==> src/rtl/mac_pkg.sv <==
// Shared Q8.8 fixed-point types, constants and the saturating narrow
// used by the multiply-accumulate datapath.
package mac_pkg;

    localparam int DATA_W = 16;
    localparam int FRAC   = 8;

    typedef logic signed [DATA_W-1:0] q8_t;

    localparam q8_t Q_ONE = 16'sh0100;
    localparam q8_t Q_MAX = 16'sh7FFF;
    localparam q8_t Q_MIN = 16'sh8000;

    // Input is the full-precision sum sign-extended to 64 bits.
    function automatic q8_t sat_narrow(input logic signed [63:0] v);
        logic signed [63:0] s;
        q8_t                r;
        s = v >>> FRAC;
        if (s > 64'(Q_MAX)) begin
            r = Q_MAX;
        end else if (s < 64'(Q_MIN)) begin
            r = Q_MIN;
        end else begin
            r = q8_t'(s[DATA_W-1:0]);
        end
        return r;
    endfunction

endpackage

==> src/rtl/mac_sat_narrow.sv <==
// Combinational Q16.16 accumulator -> Q8.8 conversion: floor shift
// by FRAC followed by saturation to the q8_t range.
module mac_sat_narrow
    import mac_pkg::*;
#(
    parameter int ACC_W = 35
) (
    input  logic signed [ACC_W-1:0] acc_i,
    output q8_t                     q_o
);

    logic signed [63:0] wide;

    always_comb begin
        wide = {{(64-ACC_W){acc_i[ACC_W-1]}}, acc_i};
        q_o  = sat_narrow(wide);
    end

endmodule

==> src/rtl/mac.sv <==
// Sequential signed Q8.8 multiply-accumulate: N products per dot
// product, full-precision accumulation, saturated Q8.8 result.
module mac
    import mac_pkg::*;
#(
    parameter int N      = 4,
    parameter int DATA_W = mac_pkg::DATA_W,
    parameter int FRAC   = mac_pkg::FRAC
) (
    input  logic                     clk,
    input  logic                     rst_n,
    input  logic                     start,
    input  logic signed [DATA_W-1:0] x,
    input  logic signed [DATA_W-1:0] w,
    output logic signed [DATA_W-1:0] acc,
    output logic                     done
);

    localparam int P_W   = 2 * DATA_W;
    localparam int ACC_W = P_W + $clog2(N) + 1;
    localparam int CNT_W = $clog2(N + 1);

    // The narrowing helper is built around the package Q8.8 format.
    if (DATA_W != mac_pkg::DATA_W || FRAC != mac_pkg::FRAC) begin : g_chk
        $error("mac: DATA_W/FRAC must match mac_pkg");
    end

    typedef enum logic {
        IDLE,
        RUN
    } state_t;

    state_t                  state_q, state_d;
    logic signed [ACC_W-1:0] acc_q, acc_d;
    logic [CNT_W-1:0]        cnt_q, cnt_d;
    logic                    done_q, done_d;

    logic signed [P_W-1:0]   prod;
    logic signed [ACC_W-1:0] prod_ext;

    always_comb begin
        prod     = P_W'(x) * P_W'(w);
        prod_ext = {{(ACC_W-P_W){prod[P_W-1]}}, prod};
    end

    always_comb begin
        state_d = state_q;
        acc_d   = acc_q;
        cnt_d   = cnt_q;
        done_d  = done_q;
        if (start) begin
            acc_d   = prod_ext;
            cnt_d   = CNT_W'(1);
            done_d  = (N == 1);
            state_d = (N == 1) ? IDLE : RUN;
        end else if (state_q == RUN) begin
            acc_d = acc_q + prod_ext;
            cnt_d = cnt_q + CNT_W'(1);
            if (cnt_q == CNT_W'(N - 1)) begin
                done_d  = 1'b1;
                state_d = IDLE;
            end
        end
    end

    always_ff @(posedge clk or negedge rst_n) begin
        if (!rst_n) begin
            state_q <= IDLE;
            acc_q   <= '0;
            cnt_q   <= '0;
            done_q  <= 1'b0;
        end else begin
            state_q <= state_d;
            acc_q   <= acc_d;
            cnt_q   <= cnt_d;
            done_q  <= done_d;
        end
    end

    q8_t acc_nar;

    mac_sat_narrow #(
        .ACC_W (ACC_W)
    ) u_sat (
        .acc_i (acc_q),
        .q_o   (acc_nar)
    );

    assign acc  = acc_nar;
    assign done = done_q;

endmodule

==> config.mk <==
export PLATFORM = sky130hd
export DESIGN_NAME = mac
export DESIGN_NICKNAME = d
export VERILOG_FILES = /design/src/rtl/mac_pkg.sv /design/src/rtl/mac_sat_narrow.sv /design/src/rtl/mac.sv
export SDC_FILE = /design/constraint.sdc
export NUM_CORES = 1
export LEC_CHECK = 0
export CORE_ASPECT_RATIO = 0.75
export CORE_MARGIN = 2
export CORE_UTILIZATION = 65
export CTS_CLUSTER_SIZE = 24
export DETAILED_ROUTE_END_ITERATION = 10
export GPL_TIMING_DRIVEN = 0
export PLACE_DENSITY = 0.84
export SKIP_CTS_REPAIR_TIMING = 1
export SLEW_MARGIN = 5
export SYNTH_ARGS = -nofsm -noshare
export SYNTH_HDL_FRONTEND = slang
export SYNTH_HIERARCHICAL = 1
export SYNTH_SLANG_ARGS = --single-unit
==> constraint.sdc <==
create_clock -name clk -period 5.1 [get_ports clk]
set_clock_uncertainty 0.15 [all_clocks]
set_input_delay 1.02 -clock clk [delete_from_list [all_inputs] [get_ports clk]]
set_output_delay 1.02 -clock clk [all_outputs]
set_load 0.02 [all_outputs]
==> results.sh, run 1 <==
export IMPL_drcViolationCount=0
export IMPL_synth_area_leaders="fa_1, ha_1, inv_1"
export IMPL_min_from="done$_DFFE_PN0P_"
export IMPL_rsz0062_at_grt="true"
export IMPL_areaGrowthSynthToFinish_pct=25.9
export IMPL_grt_pass1_vias=11200
export IMPL_ff2ff_path_depth=12
export IMPL_period_share_pct=170
export IMPL_wl_per_cell_um=21.9
export IMPL_finalWorstSetupSlack_ns=-3.56
export IMPL_cp_data_required_time_ns=5.13
export IMPL_yosysWarnings=6
export IMPL_postPlaceCellArea_mm2=0.0149
export IMPL_ant_nets=0
export IMPL_dp_slack_ns=-4.52
export IMPL_antenna_cells=0
export IMPL_status="complete, but fails checks"
export IMPL_synth_seq_cells=40
export IMPL_dp_cells=1808
export IMPL_hp_class="register to register"
export IMPL_synth_top_cell_area_share_pct=39.1
export IMPL_wl_met2_mm=19.8
export IMPL_cts_inserted_buffers=5
export IMPL_final_layout_size_suffix_gt1_share_pct=23.9
export IMPL_rr_startpoint="acc_q[0]$_DFFE_PN0P_"
export IMPL_cts_tree="done"
export IMPL_clkSlewWorstSetupHoldPaths_ns=0.06
export IMPL_yosysTopAreaCell="fa_1"
export IMPL_layout_commonest_cell="inv_1"
export IMPL_grt_overflow=0
export IMPL_vias=11900
export IMPL_crit_slowest_cell="fa_1"
export IMPL_top_layer="met4"
export IMPL_endpoint_kind="register"
export IMPL_final_hold_viol_count=0
export IMPL_critPathLaunchType="input port"
export IMPL_die_w_um=170
export IMPL_gp_congestion=0.982
export IMPL_netlist_instances=1499
export IMPL_cts_buffer_depth=2
export IMPL_ys_seq_area_share_pct=7.43
export IMPL_synth_edff_count=0
export IMPL_ys_flop_type="dfrtp_1"
export IMPL_hold_path_depth=2
export IMPL_whs_ns=0.369
export IMPL_period_needed_ns=8.66
export IMPL_wl_met3_mm=4.20
export IMPL_worst_ep_arrival_time_ns=8.69
export IMPL_tightest_slew_ns=1.06
export IMPL_cp_common_cell="fa_1"
export IMPL_firstDrtPassIters=8
export IMPL_row_count=45
export IMPL_slew_violations=0
export IMPL_relSlewSlack_pct=29.2
export IMPL_final_cell_mix="inv_1, fa_1, nand2_1"
export IMPL_hold_end="done$_DFFE_PN0P_"
export IMPL_top_level_ports=52
export IMPL_fmax_ghz=0.115
export IMPL_h_tree_depth=2
export IMPL_cp_slowest_stage_delay_ns=0.61
export IMPL_grt_max_degree=22
export IMPL_port_buffer_count=50
export IMPL_synth_avg_cell_area_um2=8.98
export IMPL_dp_hpwl_mm=28.7
export IMPL_syn_cell_area_mm2=0.0135
export IMPL_async_reset_ff_share_pct=100
export IMPL_fp_dieArea_mm2=0.0219
export IMPL_rrSetupSlack_ns=1.41
export IMPL_syn_nets=1919
export IMPL_grt_pass1_wl_mm=55.4
export IMPL_wl_met1_mm=15.5
export IMPL_vias_per_cell=6.20
export IMPL_routed_wl_mm=41.8
export IMPL_cp_max_fo=7
export IMPL_core_mm2=0.0203
export IMPL_cts_root_buffer="clkbuf_16"
export IMPL_numClockSinks=40
export IMPL_critPathKind="input port to register"
export IMPL_grt_total_usage_pct=32.6
export IMPL_initialDrtViolationCount=1118
export IMPL_setup_viol=29
export IMPL_fin_cells=1912
export IMPL_r2r_end="acc_q[30]$_DFFE_PN0P_"
export IMPL_fp_dieH_um=129
export IMPL_num_nets_final=2073
export IMPL_grt_antenna_before_repair=0
export IMPL_initial_utilization_pct=66.4
export IMPL_synth_cell_types=60
export IMPL_fin_area_mm2=0.0170
export IMPL_clkLatencyLatePin_ns=0.30
export IMPL_failed_checks="negative setup slack"
export IMPL_maxCapViolations=0
-- per-layer routing --
metal	vias to the layer above	global-route usage (%)
li1	4976	-
met1	5898	45.0
met2	740	52.8
met3	247	6.43
met4	0	9.70
met5	-	0
-- per-stage QoR --
step,util [%],TNS [ns]
floorplan,-,-55.21
detailed placement,73.5,-96.46
finish,83.7,-69.41
global route,83.7,-73.90
CTS,74.2,-87.76
global placement,73.4,-94.30
-- worst max-delay path by stage --
stage	from	to	slack (ns)	cells past startpoint
2_1_floorplan	x[13]	acc_q[30]$_DFFE_PN0P_	-2.88	30
3_3_place_gp	x[10]	acc_q[34]$_DFFE_PN0P_	-4.32	27
3_5_place_dp	x[10]	acc_q[34]$_DFFE_PN0P_	-4.52	27
4_1_cts	x[10]	acc_q[34]$_DFFE_PN0P_	-4.24	27
5_1_grt	w[6]	acc_q[30]$_DFFE_PN0P_	-3.77	31
6_report	w[6]	acc_q[30]$_DFFE_PN0P_	-3.56	31
-- layout make-up --
class,instances,area [µm²]
Tap cell,258,323
Sequential cell,40,1000
Fill cell,1099,3310
Clock buffer,8,146
Inverter,307,1160
Multi-Input combinational cell,1102,12300
Timing Repair Buffer,147,1430
Buffer,50,594
-- registers in the layout (all words and copies together) (netlist names) --
signal and flops:
acc_q 35, cnt_q 3, done 1, state_q 1
-- cell families after synthesis --
kind of cell	after synthesis	synth area share [%]
mux	31	2.38
flops	40	7.43
xor+xnor	61	4.02
buf+inv	357	10.1
simple gates	406	14.8
compound gates	219	10.9
fa+ha+maj	385	50.4
-- worst max-delay path, delay by kind of cell --
kind	cells	cell delay [ns]
fa+ha+maj	8	3.79
compound gates	10	1.98
simple gates	3	0.64
mux	2	0.51
buf+inv	6	0.46
xor+xnor	2	0.27
-- cell usage after synthesis, types with 9 or more instances --
library cell / instances
a211oi_1: 12
a21o_1: 39
a21oi_1: 59
and2_1: 121
clkbuf_1: 45
dfrtp_1: 40
fa_1: 263
ha_1: 122
inv_1: 307
mux2i_1: 23
nand2_1: 172
nand3_1: 16
nor2_1: 43
nor3_1: 9
o21ai_0: 43
xnor2_1: 45
xor2_1: 15
Power of run 1 is left out: the tool's default activity adds up to more than one toggle a clock period on the data nets, which glitch-free logic cannot reach.
==> run 2, diff against run 1 <==
--- a/config.mk
+++ b/config.mk
@@ -5,13 +5,15 @@
 export SDC_FILE = /design/constraint.sdc
 export NUM_CORES = 1
 export LEC_CHECK = 0
+export CELL_PAD_IN_SITES_DETAIL_PLACEMENT = 2
+export CELL_PAD_IN_SITES_GLOBAL_PLACEMENT = 2
 export CORE_ASPECT_RATIO = 0.75
 export CORE_MARGIN = 2
-export CORE_UTILIZATION = 65
+export CORE_UTILIZATION = 25
 export CTS_CLUSTER_SIZE = 24
 export DETAILED_ROUTE_END_ITERATION = 10
 export GPL_TIMING_DRIVEN = 0
-export PLACE_DENSITY = 0.84
+export PLACE_DENSITY_LB_ADDON = 0.1
 export SKIP_CTS_REPAIR_TIMING = 1
 export SLEW_MARGIN = 5
 export SYNTH_ARGS = -nofsm -noshare
==> run 2 against run 1 <==
Effect of this change:
- highest routed layer unchanged
- the run still ends with negative setup slack left
- global-route usage is 16 points lower
- first-iteration DRC count down 72%
- critical path depth is 2 higher
- largest cell class unchanged
- critical endpoint is now acc_q[34]$_DFFE_PN0P_
==> results.sh, run 2 (same netlist as run 1, synthesis figures left out) <==
export IMPL_clkLatencyLatePin_ns=0.31
export IMPL_gp_congestion=0.803
export IMPL_worst_ep_arrival_time_ns=8.55
export IMPL_port_buffer_count=50
export IMPL_grt_max_degree=30
export IMPL_critPathKind="input port to register"
export IMPL_areaGrowthSynthToFinish_pct=29.1
export IMPL_wl_per_cell_um=20.1
export IMPL_clkSlewWorstSetupHoldPaths_ns=0.06
export IMPL_fin_cells=2343
export IMPL_num_nets_final=2049
export IMPL_fmax_ghz=0.118
export IMPL_cts_tree="done"
export IMPL_period_needed_ns=8.50
export IMPL_tightest_slew_ns=1.17
export IMPL_drcViolationCount=0
export IMPL_cp_slowest_stage_delay_ns=0.54
export IMPL_firstDrtPassIters=4
export IMPL_cts_inserted_buffers=5
export IMPL_largest_reg_flops=35
export IMPL_vias=10700
export IMPL_ant_nets=0
export IMPL_startpoint="w[6]"
export IMPL_fp_dieH_um=205
export IMPL_dp_hpwl_mm=39.3
export IMPL_vias_per_cell=4.56
export IMPL_routed_wl_mm=47.2
export IMPL_reg_top3="acc_q: 35 flops, cnt_q: 3 flops"
export IMPL_fp_dieArea_mm2=0.0558
export IMPL_failed_checks="negative setup slack"
export IMPL_top_level_ports=52
export IMPL_slew_violations=0
export IMPL_endpoint_kind="register"
export IMPL_hp_class="register to register"
export IMPL_final_hold_viol_count=0
export IMPL_grt_pass1_wl_mm=71.7
export IMPL_final_cell_mix="inv_1, fa_1, nand2_1"
export IMPL_cts_root_buffer="clkbuf_16"
export IMPL_setup_viol=28
export IMPL_grt_pass1_vias=11800
export IMPL_h_tree_depth=2
export IMPL_tns_ns=-67.29
export IMPL_min_from="done$_DFFE_PN0P_"
export IMPL_initialDrtViolationCount=310
export IMPL_critPathLaunchType="input port"
export IMPL_die_w_um=272
export IMPL_grt_antenna_before_repair=4
export IMPL_layout_commonest_cell="inv_1"
export IMPL_dp_cells=2262
export IMPL_dp_slack_ns=-5.00
export IMPL_rr_startpoint="acc_q[0]$_DFFE_PN0P_"
export IMPL_grt_overflow=0
export IMPL_regMostFlops="acc_q"
export IMPL_rsz0062_at_grt="true"
export IMPL_status="complete, but fails checks"
export IMPL_initial_utilization_pct=25.4
export IMPL_row_count=73
export IMPL_maxCapViolations=0
export IMPL_crit_slowest_cell="fa_1"
export IMPL_cts_buffer_depth=2
export IMPL_cp_max_fo=6
export IMPL_grt_total_usage_pct=16.9
export IMPL_numClockSinks=40
export IMPL_cp_common_cell="fa_1"
export IMPL_postPlaceCellArea_mm2=0.0155
export IMPL_core_mm2=0.0531
export IMPL_period_share_pct=167
export IMPL_fin_area_mm2=0.0174
export IMPL_finalWorstSetupSlack_ns=-3.40
export IMPL_relSlewSlack_pct=21.3
export IMPL_final_layout_size_suffix_gt1_share_pct=22.6
export IMPL_cp_data_required_time_ns=5.14
==> run 2: cell types whose count changed in the layout (fill, tap and decap cells not counted), sizes merged <==
cell and delta:
bufinv +1, clkinv +1, clkdlybuf4s50 -1, diode +1, inv -1, clkinvlp +1, dlymetal6s2s +1, clkbuf -2
buf -24
==> run 2: cell type report <==
cell class                 instances  area (µm²)
antenna                            1        2.50
buffer                            50         641
clock buffer                       6         129
clock inverter                     2        35.0
fill                            5818       35700
inverter                         307        1160
multi-input combinational       1102       12400
sequential                        40        1000
tap                              712         891
timing repair buffer             123        1110
==> run 2: per-layer routing <==
metal  track usage [%]  wire [µm]  vias to the layer above
li1                  -          -                     4925
met1              24.5      22400                     5662
met3              1.35       1140                       24
met5                 0          0                        -
met4              1.47        374                        0
met2              28.6      23200                       83
==> run 2: path summary, 6_finish.rpt <==
path / endpoint / slack [ns] / cells after the start
setup / recovery: acc_q[34]$_DFFE_PN0P_ / -3.40 / 33
hold / removal: done$_DFFE_PN0P_ / 0.35 / 2
setup reg to reg: acc_q[34]$_DFFE_PN0P_ / 1.30 / 13
hold reg to reg: done$_DFFE_PN0P_ / 0.35 / 2
max in group asynchronous: acc_q[5]$_DFFE_PN0P_ / 3.80 / 2
min in group asynchronous: acc_q[30]$_DFFE_PN0P_ / 0.47 / 1
==> run 2: through the flow <==
stage / hold WS, ns / util [%]
final: 0.351 / 32.8
after global routing: 0.388 / 32.8
after CTS: 0.356 / 29.4
after detailed placement: 0.341 / 29.1
after global placement: 0.342 / 29.1
after floorplan: 0.340 / -
==> run 2: critical path, delay by kind of cell <==
kind                     cells  cell delay (ns)
adder cells (fa/ha/maj)      8             3.67
AO/OA/AOI/OAI               13             2.38
buffers and inverters        8             0.76
AND/OR/NAND/NOR              3             0.55
XOR/XNOR                     1             0.15
Power of run 2 is left out for the same reason.
==> patch 1, RTL diff (config.mk and constraints of run 1) <==
Set the parameter `N` to 2 (it was 4).
--- a/src/rtl/mac.sv
+++ b/src/rtl/mac.sv
@@ -3,7 +3,7 @@
 module mac
     import mac_pkg::*;
 #(
-    parameter int N      = 4,
+    parameter int N      = 2,
     parameter int DATA_W = mac_pkg::DATA_W,
     parameter int FRAC   = mac_pkg::FRAC
 ) (
Formal check against the unedited RTL: not equivalent (Yosys sat finds a counterexample within 4 cycles, from zero or initial values and one cycle with rst_n low).
==> patch 1 against run 1 <==
The flow still finishes with violations (setup timing); wire length fell by 8.0%; design area fell by 2.0%; synthesized cell count rose by 0.87%; worst setup slack improved by 0.13 ns; sequential cell count fell by 2; register-to-register slack got worse by 0.02 ns; utilization fell by 1.6 points; area after synthesis barely moved.
Power is not shown: default switching activity piles up to over one toggle a cycle in this logic, so the estimate is an artifact.
==> patch 1: results (changes against run 1) <==
[finish]
nNetsFinal = 2059  ; -0.68%
diodes = 0  ; unchanged
reg.largest.list = acc_q x34, cnt_q x2
drive_gt1_share_pct = 21.7  ; -2.2 points
fill_cells = 1203  ; +9.5%

[synthesis]
async_reset_ff_share_pct = 100  ; unchanged
synth_nets = 1927  ; +0.42%
ys_warn_count = 6  ; unchanged
netlist_area_mm2 = 0.0135  ; about the same
ys_types = 65  ; +8.3%
synth_common_cells = inv_1, fa_1, nand2_1, and2_1, ha_1
synthTopCellsByArea = fa_1, ha_1, inv_1
yosysSeqAreaShare_pct = 7.06  ; -0.37 points
synthFlopType = dfrtp_1

[sta]
setup_viol = 27  ; -6.9%
tns_ns = -65.70  ; +3.71 ns
max-slew-margin-rel_pct = 42.4  ; +13 points
worst_slack_ns = -3.43  ; +0.130 ns

[hold_path]
min_path_type = reg -> reg

[routing]
ant_nets = 0  ; unchanged
avgRoutedWirePerCell_um = 20.2  ; -7.6%
via_per_inst = 6.13  ; -1.2%
drt_iter0_markers = 1125  ; +0.63%
dr.pass1.iters = 6  ; -2

[global_routing]
grt_use_total_pct = 33.2  ; +0.65 points
grt_pass1_wl_um = 57000  ; +2.8%
antenna_found_initial = 0  ; unchanged
grt_pass1_vias = 11377  ; +1.9%
grt_max_degree = 23  ; +4.5%

[critical_path]
crit_path_max_fanout = 10  ; +3
slowest_delay_ns = 0.55  ; -0.06 ns
critPathTopFamily = adder cells
worstPathArrival_ns = 8.51  ; -0.18 ns
cp_slowest_cell = fa_2

[clock_tree]
cts_buffers = 5  ; unchanged
clk_path_buf_depth = 2  ; unchanged
cts_root_buf = clkbuf_16
path_clk_slew_ns = 0.06  ; about the same
htree_levels = 2  ; unchanged
insertion_delay_ns = 0.30  ; about the same

[placed_design]
placedInstanceArea_mm2 = 0.0150  ; +0.91%
gp_congestion = 0.968  ; -1.5%
portBuffers = 51  ; +2.0%
hpwl_um = 28900  ; +0.97%

[outcome]
status = complete, but fails checks
violations = setup timing

[job]
maxCapViolations = 0  ; unchanged

-- patch 1: stage by stage --
step / utilization (%) / hold slack [ns] / setup WS [ns] / std cells
CTS: 75.0 / 0.363 / -4.19 / 1830
finish: 82.0 / 0.355 / -3.43 / 1903
global route: 82.0 / 0.381 / -3.62 / 1903
detailed placement: 74.1 / 0.349 / -4.49 / 1822
floorplan: - / 0.312 / -2.88 / 1512
global placement: 74.0 / 0.343 / -4.40 / 1821
-- patch 1: metal layers --
layer / GRT usage, % / vias up / share of wire [%]
met5: 0 / - / 0
met4: 8.90 / 0 / 3.5
met3: 7.75 / 149 / 9.0
met2: 52.8 / 568 / 48
met1: 46.4 / 5892 / 40
li1: - / 5053 / -
-- patch 1: area by class of cell --
cell class                      instances  area (um2)  share of cell area [%]
Buffer                                 56         587                    3.53
Clock buffer                            5         125                   0.753
Clock inverter                          3        40.0                   0.241
Inverter                              309        1170                    7.02
Multi-Input combinational cell       1109       12300                    74.2
Sequential cell                        38         951                    5.72
Tap cell                              258         323                    1.94
Timing Repair Buffer                  125        1100                    6.62
-- patch 1: worst paths after layout --
kind	from	to	slack, ns	cells after the start
min in group asynchronous	rst_n	acc_q[32]	0.53	1
worst max-delay path	w[5]	acc_q[33]	-3.43	30
worst min register to register	done	done	0.36	2
worst max register to register	acc_q[0]	acc_q[22]	1.39	11
worst min-delay path	done	done	0.36	2
max in group asynchronous	rst_n	acc_q[2]	3.78	2
-- patch 1: cell families after synthesis --
| logic type | Yosys count | synth area share, % |
|---|---|---|
| flops | 38 | 7.06 |
| simple gates | 414 | 15.2 |
| mux | 18 | 1.36 |
| fa+ha+maj | 380 | 50.0 |
| compound gates | 236 | 12.2 |
| xor+xnor | 61 | 3.97 |
| buf+inv | 365 | 10.3 |
==> patch 2, RTL diff (flow settings as in run 1) <==
Without the edit above. Make the reset (`rst_n`) synchronous in one clocked block.
--- a/src/rtl/mac.sv
+++ b/src/rtl/mac.sv
@@ -63,7 +63,7 @@
         end
     end
 
-    always_ff @(posedge clk or negedge rst_n) begin
+    always_ff @(posedge clk) begin
         if (!rst_n) begin
             state_q <= IDLE;
             acc_q   <= '0;
Formal check against the unedited RTL: differs if rst_n is asserted again (counterexample within 4 cycles, from zero or initial values and one cycle with rst_n low); with rst_n held inactive, the same outputs for 4 cycles.
==> patch 2 against run 1 <==
The flow still finishes with violations (setup timing); area after synthesis up 1.4%; sequential cell count unchanged; design area up 2.1%; non-clock buffer count up 12; wire length up 6.1%; count of clock-buffer cells in the layout down 2; worst setup slack worse by 0.0094 ns; largest cell class unchanged; highest routed layer unchanged.
Power is left out: the tool's default activity adds up to more than one toggle a clock period on the data nets, which glitch-free logic cannot reach.
==> patch 2: results (changes against run 1) <==
[critical_path]
r2r_start = acc_q[0]
cp_slowest_cell = fa_1
slowest_delay_ns = 0.78  ; +0.17 ns
reg2reg_slack_ns = 1.44  ; +0.03 ns
crit_path_max_fanout = 7  ; unchanged
crit_end = acc_q[33]
crit_path_start = x[8]
critPathTopFamily = adder cells
worst_r2r_path_depth = 12  ; unchanged
worstPathArrival_ns = 8.71  ; +0.02 ns
reg2reg_to = acc_q[28]

[finish]
drive_gt1_share_pct = 23.4  ; -0.53 points
reg.largest.list = acc_q x35, cnt_q x3
nNetsFinal = 2167  ; +4.5%

[synthesis]
synth-compound-area-share_pct = 13.5  ; +2.6 points
async_reset_ff_share_pct = 0  ; -100 points
synth_nets = 2014  ; +5.0%
synth_common_cells = inv_1, fa_1, nand2_1, ha_1, and2_1
ys_types = 65  ; +8.3%
synthTopCellsByArea = fa_1, ha_1, inv_1
yosysSeqAreaShare_pct = 5.86  ; -1.6 points
syn_inst = 1594  ; +6.3%
synthFlopType = dfxtp_1
synthAdderAreaFrac_pct = 49.7  ; -0.69 points
ys_warn_count = 6  ; unchanged
yosys.area_share.xor_xnor_pct = 3.85  ; -0.17 points
synthMuxAreaShare_pct = 0.751  ; -1.6 points

[clock_tree]
cts_root_buf = clkbuf_16
path_clk_slew_ns = 0.06  ; about the same
cts_buffers = 5  ; unchanged
clk_path_buf_depth = 2  ; unchanged
insertion_delay_ns = 0.30  ; about the same
htree_levels = 2  ; unchanged

[routing]
drt_iter0_markers = 1374  ; +23%
via_per_inst = 6.24  ; +0.55%
avgRoutedWirePerCell_um = 21.8  ; -0.10%
dr.pass1.iters = 9  ; +1

[outcome]
status = complete, but fails checks
violations = setup timing

[sta]
setup_viol = 29  ; unchanged
max-slew-margin-rel_pct = 36.8  ; +7.6 points
worst_slack_ns = -3.57  ; -0.00943 ns
tns_ns = -78.93  ; -9.53 ns

[hold_path]
min_path_type = reg -> reg
min_to = done
hp-start = done
whs_path_depth = 2  ; unchanged

[global_routing]
antenna_found_initial = 1  ; +1
grt_max_degree = 12  ; -45%
grt_use_total_pct = 34.4  ; +1.8 points
grt_pass1_vias = 11500  ; +3.0%
grt_pass1_wl_um = 58400  ; +5.4%

[placed_design]
portBuffers = 49  ; -2.0%
gp_congestion = 0.999  ; +1.7%
place_ws_ns = -4.68  ; -0.153 ns
hpwl_um = 30500  ; +6.3%

patch 2: cell type report:
type                       instances  area (um2)
inverter                         310        1170
antenna                            2        5.00
clock buffer                       6         129
clock inverter                     1        5.00
buffer                            58         668
timing repair buffer             151        1440
sequential                        40         801
fill                            1085        3130
tap                              282         353
multi-input combinational       1181       12700
patch 2: per-layer routing:
metal	vias to the layer above	wire length (um)	global-route usage (%)
met5	-	0	0
met4	0	2130	7.73
met3	224	5490	8.46
met2	844	20500	54.0
met1	6270	16200	48.9
li1	5330	-	-
patch 2: metrics by stage:
step | area [um2] | std cells | hold WS [ns] | util (%)
after floorplan | 14300 | 1594 | 0.315 | -
after global placement | 15100 | 1925 | 0.327 | 74.1
after detailed placement | 15100 | 1925 | 0.340 | 74.1
after CTS | 15300 | 1932 | 0.365 | 74.7
after global routing | 17300 | 2029 | 0.405 | 84.7
final | 17300 | 2031 | 0.361 | 84.7
